## src/rtl/sumu_pkg.sv

```systemverilog
// Shared constants for the sudemux stream demultiplexer family.
package sumu_pkg;
  localparam int   SUMU_W        = 2;
  localparam logic ADDR_OUT0     = 1'b0;
  localparam logic ADDR_OUT1     = 1'b1;
  localparam int   SUDEMUX_DEPTH = 2;
endpackage

```

## src/rtl/sudemux_fifo.sv

```systemverilog
// Per-output FIFO with extra-MSB pointers and a registered head word that holds
// its last value while empty.
module sudemux_fifo #(
  parameter int W     = 2,
  parameter int DEPTH = 2
) (
  input  logic         clk,
  input  logic         rst,
  input  logic         push,
  input  logic [W-1:0] din,
  output logic         full,
  input  logic         pop,
  output logic [W-1:0] dout,
  output logic         empty
);
  localparam int AW = $clog2(DEPTH);
  localparam int PW = AW + 1;

  logic [W-1:0]  mem [DEPTH];
  logic [PW-1:0] rd_ptr, wr_ptr, rd_nxt, wr_nxt;
  logic [W-1:0]  dout_q;
  logic          do_push, do_pop;

  assign empty   = (rd_ptr == wr_ptr);
  assign full    = (rd_ptr[AW] != wr_ptr[AW]) && (rd_ptr[AW-1:0] == wr_ptr[AW-1:0]);
  assign do_push = push && !full;
  assign do_pop  = pop && !empty;
  assign rd_nxt  = rd_ptr + PW'(do_pop);
  assign wr_nxt  = wr_ptr + PW'(do_push);
  assign dout    = dout_q;

  always_ff @(posedge clk) begin
    if (do_push) mem[wr_ptr[AW-1:0]] <= din;
  end

  // The head register is preloaded with whatever will sit at rd_nxt after
  // this edge; if that slot is the one being written now, take din directly.
  always_ff @(posedge clk) begin
    if (rst) begin
      rd_ptr <= '0;
      wr_ptr <= '0;
      dout_q <= '0;
    end else begin
      rd_ptr <= rd_nxt;
      wr_ptr <= wr_nxt;
      if (rd_nxt != wr_nxt) begin
        if (do_push && (rd_nxt == wr_ptr)) dout_q <= din;
        else                               dout_q <= mem[rd_nxt[AW-1:0]];
      end
    end
  end
endmodule

```

## src/rtl/sudemux2.sv

```systemverilog
// Two-output valid/ready demultiplexer steering each word to one of two FIFOs.
// Optional per-address accept counters when SUDEMUX_CNT_EN is defined.
module sudemux2
  import sumu_pkg::*;
#(
  parameter int W     = SUMU_W,
  parameter int DEPTH = SUDEMUX_DEPTH
) (
  input  logic         clk,
  input  logic         rst,
  input  logic         in_valid,
  output logic         in_ready,
  input  logic         in_addr,
  input  logic [W-1:0] in_data,
  output logic         out0_valid,
  input  logic         out0_ready,
  output logic [W-1:0] out0_data,
  output logic         out1_valid,
  input  logic         out1_ready,
  output logic [W-1:0] out1_data
`ifdef SUDEMUX_CNT_EN
  ,
  output logic [7:0]   cnt0,
  output logic [7:0]   cnt1
`endif
);
  logic full0, full1, empty0, empty1;
  logic push0, push1;

  assign in_ready   = !rst && !((in_addr == ADDR_OUT1) ? full1 : full0);
  assign push0      = in_valid && in_ready && (in_addr == ADDR_OUT0);
  assign push1      = in_valid && in_ready && (in_addr == ADDR_OUT1);
  assign out0_valid = !empty0;
  assign out1_valid = !empty1;

  sudemux_fifo #(.W(W), .DEPTH(DEPTH)) u_fifo0 (
    .clk   (clk),
    .rst   (rst),
    .push  (push0),
    .din   (in_data),
    .full  (full0),
    .pop   (out0_ready),
    .dout  (out0_data),
    .empty (empty0)
  );

  sudemux_fifo #(.W(W), .DEPTH(DEPTH)) u_fifo1 (
    .clk   (clk),
    .rst   (rst),
    .push  (push1),
    .din   (in_data),
    .full  (full1),
    .pop   (out1_ready),
    .dout  (out1_data),
    .empty (empty1)
  );

`ifdef SUDEMUX_CNT_EN
  always_ff @(posedge clk) begin
    if (rst) begin
      cnt0 <= '0;
      cnt1 <= '0;
    end else begin
      if (push0) cnt0 <= cnt0 + 8'd1;
      if (push1) cnt1 <= cnt1 + 8'd1;
    end
  end
`endif
endmodule

```

## config.mk

```make
export PLATFORM = sky130hd
export DESIGN_NAME = sudemux2
export DESIGN_NICKNAME = d
export VERILOG_FILES = /design/src/rtl/sumu_pkg.sv /design/src/rtl/sudemux_fifo.sv /design/src/rtl/sudemux2.sv
export SDC_FILE = /design/constraint.sdc
export NUM_CORES = 1
export LEC_CHECK = 0
export BUFFER_PORTS_ARGS = -buffer_cell sky130_fd_sc_hd__buf_2
export CORE_ASPECT_RATIO = 0.7
export CORE_MARGIN = 8
export CORE_UTILIZATION = 24
export CTS_BUF_LIST = sky130_fd_sc_hd__clkbuf_2
export CTS_CLUSTER_SIZE = 24
export DETAILED_ROUTE_END_ITERATION = 6
export REMOVE_ABC_BUFFERS = 1
export SYNTH_ARGS = -nofsm -noshare
export SYNTH_HDL_FRONTEND = slang
export SYNTH_SLANG_ARGS = --single-unit
```

## constraint.sdc

```tcl
create_clock -name clk -period 2.6 [get_ports clk]
set_input_delay 0 -clock clk [delete_from_list [all_inputs] [get_ports clk]]
set_output_delay 0 -clock clk [all_outputs]
set_load 0.01 [all_outputs]
```

==> results.sh, run 1 <==
export IMPL_clkPwrFrac_pct=28.7
export IMPL_port_buffers=14
export IMPL_slew_violations=0
export IMPL_r2r_slack_ns=0.21
export IMPL_drtIter0Drc=39
export IMPL_synth_area_mm2=0.001114
export IMPL_finClkSkew_ns=0.01842
export IMPL_cp_end_kind="register"
export IMPL_nNetsFinal=137
export IMPL_crit_family="simple AND/OR/NAND/NOR gates"
export IMPL_finalSetupTns_ns=0
export IMPL_status="complete, no violations"
export IMPL_hp_class="primary input to register"
export IMPL_worst_setup_path_start_kind="register"
export IMPL_wl_per_cell_um=12.97
export IMPL_grt_pass1_wl_um=3864
export IMPL_cts_resized_gates=0
export IMPL_design_core_area_mm2=0.004404
export IMPL_gp_congestion=0.7786
export IMPL_post_route_period_util_pct=91.96
export IMPL_critPathMaxFanout=5
export IMPL_clock_path_buffers=2
export IMPL_cts_buffers=3
export IMPL_grt_max_degree=19
export IMPL_worstSkewPairLatency_ns=0.33
export IMPL_yosys_warnings=0
export IMPL_p_int_mw=0.5886
export IMPL_synth_seq_cells=20
export IMPL_rsz0062_at_grt="no"
export IMPL_drv_cap=0
export IMPL_die_h_um=72.99
export IMPL_p_per_area_mw_per_mm2=631.6
export IMPL_antennaDiodeCount=0
export IMPL_crit_chain="xnor2_2 -> nand2_1 -> and2_1 -> ha_1 -> or3b_1 -> a211oi_2 -> a31oi_1 -> mux2i_1 -> o22ai_1"
export IMPL_dr_pass1_iters=4
export IMPL_final_cell_mix="buf_2, dfxtp_1, xnor2_1"
export IMPL_antenna_left=0
export IMPL_hold_viol=0
export IMPL_synth_cell_types=32
export IMPL_grt_overflow_total=0
export IMPL_wl_um=2295
export IMPL_finalCriticalPeriod_ns=2.391
export IMPL_combPwrFrac_pct=26.7
export IMPL_die_w_um=97.42
export IMPL_clock_sinks=20
export IMPL_drc=0
export IMPL_path_buf_inv=0
export IMPL_via_count=781
export IMPL_track_usage_pct=6.663
export IMPL_synth_seq_area_share_pct=43.15
export IMPL_total_leakage_power_nw=0.5137
export IMPL_peakVddDrop_mv=0.2163
export IMPL_dp_hpwl_um=1785
export IMPL_area_growth_pct=17.30
export IMPL_post_cts_repair_setup_buffers=0
export IMPL_arrival_ns=2.65
export IMPL_layout_commonest_cell="buf_2"
export IMPL_start_util_pct=25.28
export IMPL_cpPeakStageDelay_ns=0.39
export IMPL_critPathKind="register to register"
export IMPL_root_buffer="clkbuf_2"
export IMPL_grt_pass1_vias=795
export IMPL_switching_share_pct=28.66
export IMPL_tightestPinTransition_ns=0.5501
export IMPL_fmax_mhz=418.3
export IMPL_clk_pin_slew_worst_paths_ns=0.22
export IMPL_drive_above_1_share_pct=22.13
export IMPL_max_slew_margin_pct=63.25
export IMPL_avgSynthCellArea_um2=10.71
export IMPL_ios=15
export IMPL_antenna_found_initial=0
export IMPL_switchingPower_mw=0.2364
export IMPL_cp_required_ns=2.86
export IMPL_cts_tree="done"
export IMPL_viasPerCell=4.412
export IMPL_hold_slack_ns=0.01437
export IMPL_share_seq_of_total_power_pct=44.6
export IMPL_hold_buffers=2
export IMPL_htree_levels=1
export IMPL_die_area_mm2=0.007110
export IMPL_slowest_stage="dfxtp_1"
export IMPL_num_rows=20
export IMPL_syn_inst=104
export IMPL_setup_viol=0
[per-layer routing]
layer	share of wire [%]	vias up	global-route usage [%]	wire (um)
li1	-	402	-	-
met1	46	365	7.571	1058
met2	49	10	11.60	1129
met3	2.6	4	1.419	59
met4	2.0	0	3.512	47
met5	0	-	0	0
[logic make-up after synthesis]
kind of cell    Yosys count  share of synthesized area (%)
buf+inv                   5                          2.360
mux                       8                          7.865
compound gates           11                          7.417
simple gates             39                          19.33
xor+xnor                 15                          13.15
flops                    20                          43.15
fa+ha+maj                 6                          6.741
[per-stage QoR]
| stage | power, mW | util (%) | instances | cell area [um^2] | setup slack, ns |
|---|---|---|---|---|---|
| CTS | 0.8286 | 29.66 | 177 | 1306 | 0.1958 |
| floorplan | 0.5211 | - | 101 | 1095 | 0.2810 |
| detailed placement | 0.5930 | 28.18 | 171 | 1241 | 0.2475 |
| finish | 0.8250 | 29.66 | 177 | 1306 | 0.2091 |
| global placement | 0.5819 | 28.18 | 171 | 1241 | 0.3960 |
| global route | 0.8727 | 29.66 | 177 | 1306 | 0.06111 |
[registers in the layout, indices dropped and copies added (netlist names)]
name	flops
u_fifo1.rd_ptr	2
u_fifo0.dout	2
u_fifo0.rd_ptr	2
u_fifo1.wr_ptr	2
u_fifo0.mem	4
u_fifo0.wr_ptr	2
u_fifo1.mem	4
u_fifo1.dout	2
[worst reg2reg max path: cells and delay by family (launching register included)]
family	cells	cell delay, ns
flops	1	0.39
fa+ha+maj	1	0.29
compound gates	3	0.50
mux	1	0.16
simple gates	3	0.67
xor+xnor	1	0.30
[final timing paths]
path | startpoint | end | depth (start not counted)
setup / recovery | u_fifo1.rd_ptr[1] | u_fifo1.dout[0] | 9
hold / removal | rst | u_fifo1.rd_ptr[1] | 2
setup reg to reg | u_fifo1.rd_ptr[1] | u_fifo1.dout[0] | 9
hold reg to reg | u_fifo1.dout[1] | u_fifo1.dout[1] | 2
[power by group through the flow]
stage / sequential (mW) / clock, mW / combinational (mW)
global route: 0.371 / 0.255 / 0.247
finish: 0.368 / 0.237 / 0.221
floorplan: 0.379 / 0 / 0.142
global placement: 0.373 / 0 / 0.209
detailed placement: 0.375 / 0 / 0.218
CTS: 0.368 / 0.239 / 0.222
[cells in the mapped netlist]
cell type / number / area (um^2)
nor4bb_1: 2 / 20.02
or3b_1: 1 / 8.760
nand2_1: 9 / 33.78
dfxtp_1: 12 / 240.2
a211oi_2: 1 / 12.51
nand2b_1: 7 / 43.79
clkbuf_1: 2 / 7.510
mux2i_1: 2 / 20.02
ha_1: 6 / 75.07
edfxtp_1: 8 / 240.2
xnor2_1: 10 / 87.58
a211oi_1: 1 / 7.510
xor2_2: 1 / 16.27
o22a_2: 1 / 10.01
mux2_1: 2 / 22.52
o22ai_1: 3 / 18.77
nand3b_1: 1 / 7.510
a21oi_1: 2 / 10.01
xor2_1: 3 / 26.28
nand4b_1: 1 / 8.760
nor2b_1: 3 / 18.77
inv_1: 2 / 7.510
mux2_2: 4 / 45.04
and2_1: 4 / 25.02
buf_6: 1 / 11.26
a31oi_1: 1 / 6.260
o221ai_1: 2 / 17.52
or2_1: 1 / 6.260
nand3_1: 1 / 5.000
nor2_1: 8 / 30.03
nor3b_1: 1 / 7.510
xnor2_2: 1 / 16.27
[final cells by class]
| type | count | area, um^2 |
|---|---|---|
| multi-input combinational | 79 | 606.8 |
| timing repair buffer | 17 | 97.59 |
| inverter | 2 | 7.507 |
| clock inverter | 1 | 30.03 |
| fill | 454 | 3098 |
| clock buffer | 3 | 15.01 |
| sequential | 20 | 480.5 |
| tap | 55 | 68.82 |
No activity file was read; power rests on OpenSTA's default activity.
==> run 2: changes to the inputs <==
--- a/config.mk
+++ b/config.mk
@@ -8,7 +8,7 @@
 export BUFFER_PORTS_ARGS = -buffer_cell sky130_fd_sc_hd__buf_2
 export CORE_ASPECT_RATIO = 0.7
 export CORE_MARGIN = 8
-export CORE_UTILIZATION = 24
+export CORE_UTILIZATION = 44
 export CTS_BUF_LIST = sky130_fd_sc_hd__clkbuf_2
 export CTS_CLUSTER_SIZE = 24
 export DETAILED_ROUTE_END_ITERATION = 6
==> run 2 against run 1 <==
- utilization is 23 points higher
- final cell count decreased by 11%
- first-iteration DRC count increased by 54%
- non-clock buffer count is 1 higher
- critical path depth unchanged
- flip-flop and latch count stayed put
- clock power shrank 3%
- critical path type unchanged
- die area down 38%
==> results.sh, run 2 (synthesis results as in run 1) <==
export IMPL_status="complete, no violations"
export IMPL_drc=0
export IMPL_switching_share_pct=27.52
export IMPL_final_cells=157
export IMPL_fmax_mhz=431.5
export IMPL_grt_max_degree=19
export IMPL_cp_end_kind="register"
export IMPL_num_rows=15
export IMPL_tightestPinTransition_ns=0.4336
export IMPL_drtIter0Drc=60
export IMPL_cts_tree="done"
export IMPL_drv_cap=0
export IMPL_wl_um=2032
export IMPL_grt_pass1_wl_um=3622
export IMPL_cp_required_ns=2.83
export IMPL_grt_pass1_vias=773
export IMPL_max_slew_margin_pct=70.70
export IMPL_antenna_left=0
export IMPL_worst_setup_path_start_kind="register"
export IMPL_start_util_pct=45.64
export IMPL_total_leakage_power_nw=0.5190
export IMPL_track_usage_pct=10.27
export IMPL_arrival_ns=2.54
export IMPL_die_area_mm2=0.004422
export IMPL_setup_viol=0
export IMPL_share_seq_of_total_power_pct=45.4
export IMPL_final_cell_mix="buf_2, dfxtp_1, xnor2_1"
export IMPL_finalCriticalPeriod_ns=2.318
export IMPL_cts_buffers=3
export IMPL_antennaDiodeCount=0
export IMPL_clk_pin_slew_worst_paths_ns=0.20
export IMPL_hold_viol=0
export IMPL_finalSetupTns_ns=0
export IMPL_dp_hpwl_um=1585
export IMPL_p_per_area_mw_per_mm2=630.9
export IMPL_switchingPower_mw=0.2235
export IMPL_root_buffer="clkbuf_2"
export IMPL_combPwrFrac_pct=26.3
export IMPL_dp_cells=151
export IMPL_antenna_found_initial=0
export IMPL_port_buffers=14
export IMPL_rsz0062_at_grt="no"
export IMPL_dr_pass1_iters=4
export IMPL_cpPeakStageDelay_ns=0.50
export IMPL_critPathMaxFanout=6
export IMPL_crit_chain="xnor2_1 -> nand2_1 -> and2_1 -> ha_1 -> or3b_1 -> a211oi_2 -> a31oi_1 -> mux2i_1 -> o22ai_1"
export IMPL_finClkSkew_ns=0.01305
export IMPL_post_cts_repair_setup_buffers=0
export IMPL_slew_violations=0
export IMPL_wl_per_cell_um=12.94
export IMPL_htree_levels=1
export IMPL_post_route_period_util_pct=89.14
export IMPL_hp_class="primary input to register"
export IMPL_via_count=767
export IMPL_die_w_um=76.13
export IMPL_clock_path_buffers=2
export IMPL_clkPwrFrac_pct=28.3
export IMPL_peakVddDrop_mv=0.3385
export IMPL_ios=15
export IMPL_n_fill_cell=241
export IMPL_die_h_um=58.09
export IMPL_clock_sinks=20
export IMPL_area_growth_pct=15.62
export IMPL_total_power_mw=0.8123
export IMPL_layout_commonest_cell="buf_2"
export IMPL_design_core_area_mm2=0.002440
export IMPL_critPathKind="register to register"
export IMPL_grt_overflow_total=0
export IMPL_drive_above_1_share_pct=22.76
export IMPL_p_int_mw=0.5888
export IMPL_viasPerCell=4.885
export IMPL_slowest_stage="dfxtp_1"
export IMPL_worstSkewPairLatency_ns=0.32
export IMPL_nNetsFinal=138
export IMPL_gp_congestion=0.7251
[run 2: path summary, 6_finish.rpt]
kind	start	to	slack [ns]	cells past startpoint
setup / recovery	u_fifo1.wr_ptr[0]	u_fifo1.dout[0]	0.28	9
hold reg to reg	u_fifo0.dout[1]	u_fifo0.dout[1]	0.47	2
setup reg to reg	u_fifo1.wr_ptr[0]	u_fifo1.dout[0]	0.28	9
hold / removal	rst	u_fifo0.dout[1]	0.02	2
[run 2: timing repair]
action / CTS / global route
hold buffers: 2 / 0
setup endpoints to repair: 0 / 0
gates resized for setup: 0 / 0
hold endpoints to repair: 8 / 0
[run 2: metrics by stage]
stage	util (%)	hold slack, ns	cell area, um^2	setup WS [ns]
3_3_place_gp	50.10	0.2647	1222	0.3799
5_1_grt	52.77	0.01971	1287	0.1105
6_report	52.77	0.02459	1287	0.2824
4_1_cts	52.77	0.006723	1287	0.2857
2_1_floorplan	-	0.04633	1095	0.2810
3_5_place_dp	50.10	0.2648	1222	0.3101
[run 2: power groups by stage]
stage	registers, mW	logic (mW)	clock network (mW)
after global routing	0.372	0.241	0.249
final	0.369	0.213	0.230
after floorplan	0.379	0.142	0
after CTS	0.369	0.215	0.237
after detailed placement	0.376	0.211	0
after global placement	0.374	0.210	0
[run 2: per-layer routing]
metal / vias up / GRT usage, % / part of all wire (%)
met4: 0 / 3.270 / 0.94
met3: 2 / 4.630 / 6.1
met5: - / 0 / 0
met1: 353 / 13.81 / 54
li1: 398 / - / -
met2: 14 / 14.11 / 39
[run 2: critical path: cells and delay by family, from the launching register on]
family,cells,cell delay [ns]
compound gates,3,0.42
flops,1,0.50
fa+ha+maj,1,0.28
mux,1,0.21
xor+xnor,1,0.18
simple gates,3,0.63
[run 2: area by class of cell]
class | count | area (um^2) | share of cell area (%)
multi-input cells | 79 | 606.8 | 47.13
repair buffers | 18 | 105.1 | 8.163
clock buffers | 3 | 15.01 | 1.166
clock inverters | 1 | 30.03 | 2.332
flip-flops and latches | 20 | 480.5 | 37.32
inverters | 2 | 7.507 | 0.5831
well taps | 34 | 42.54 | 3.304
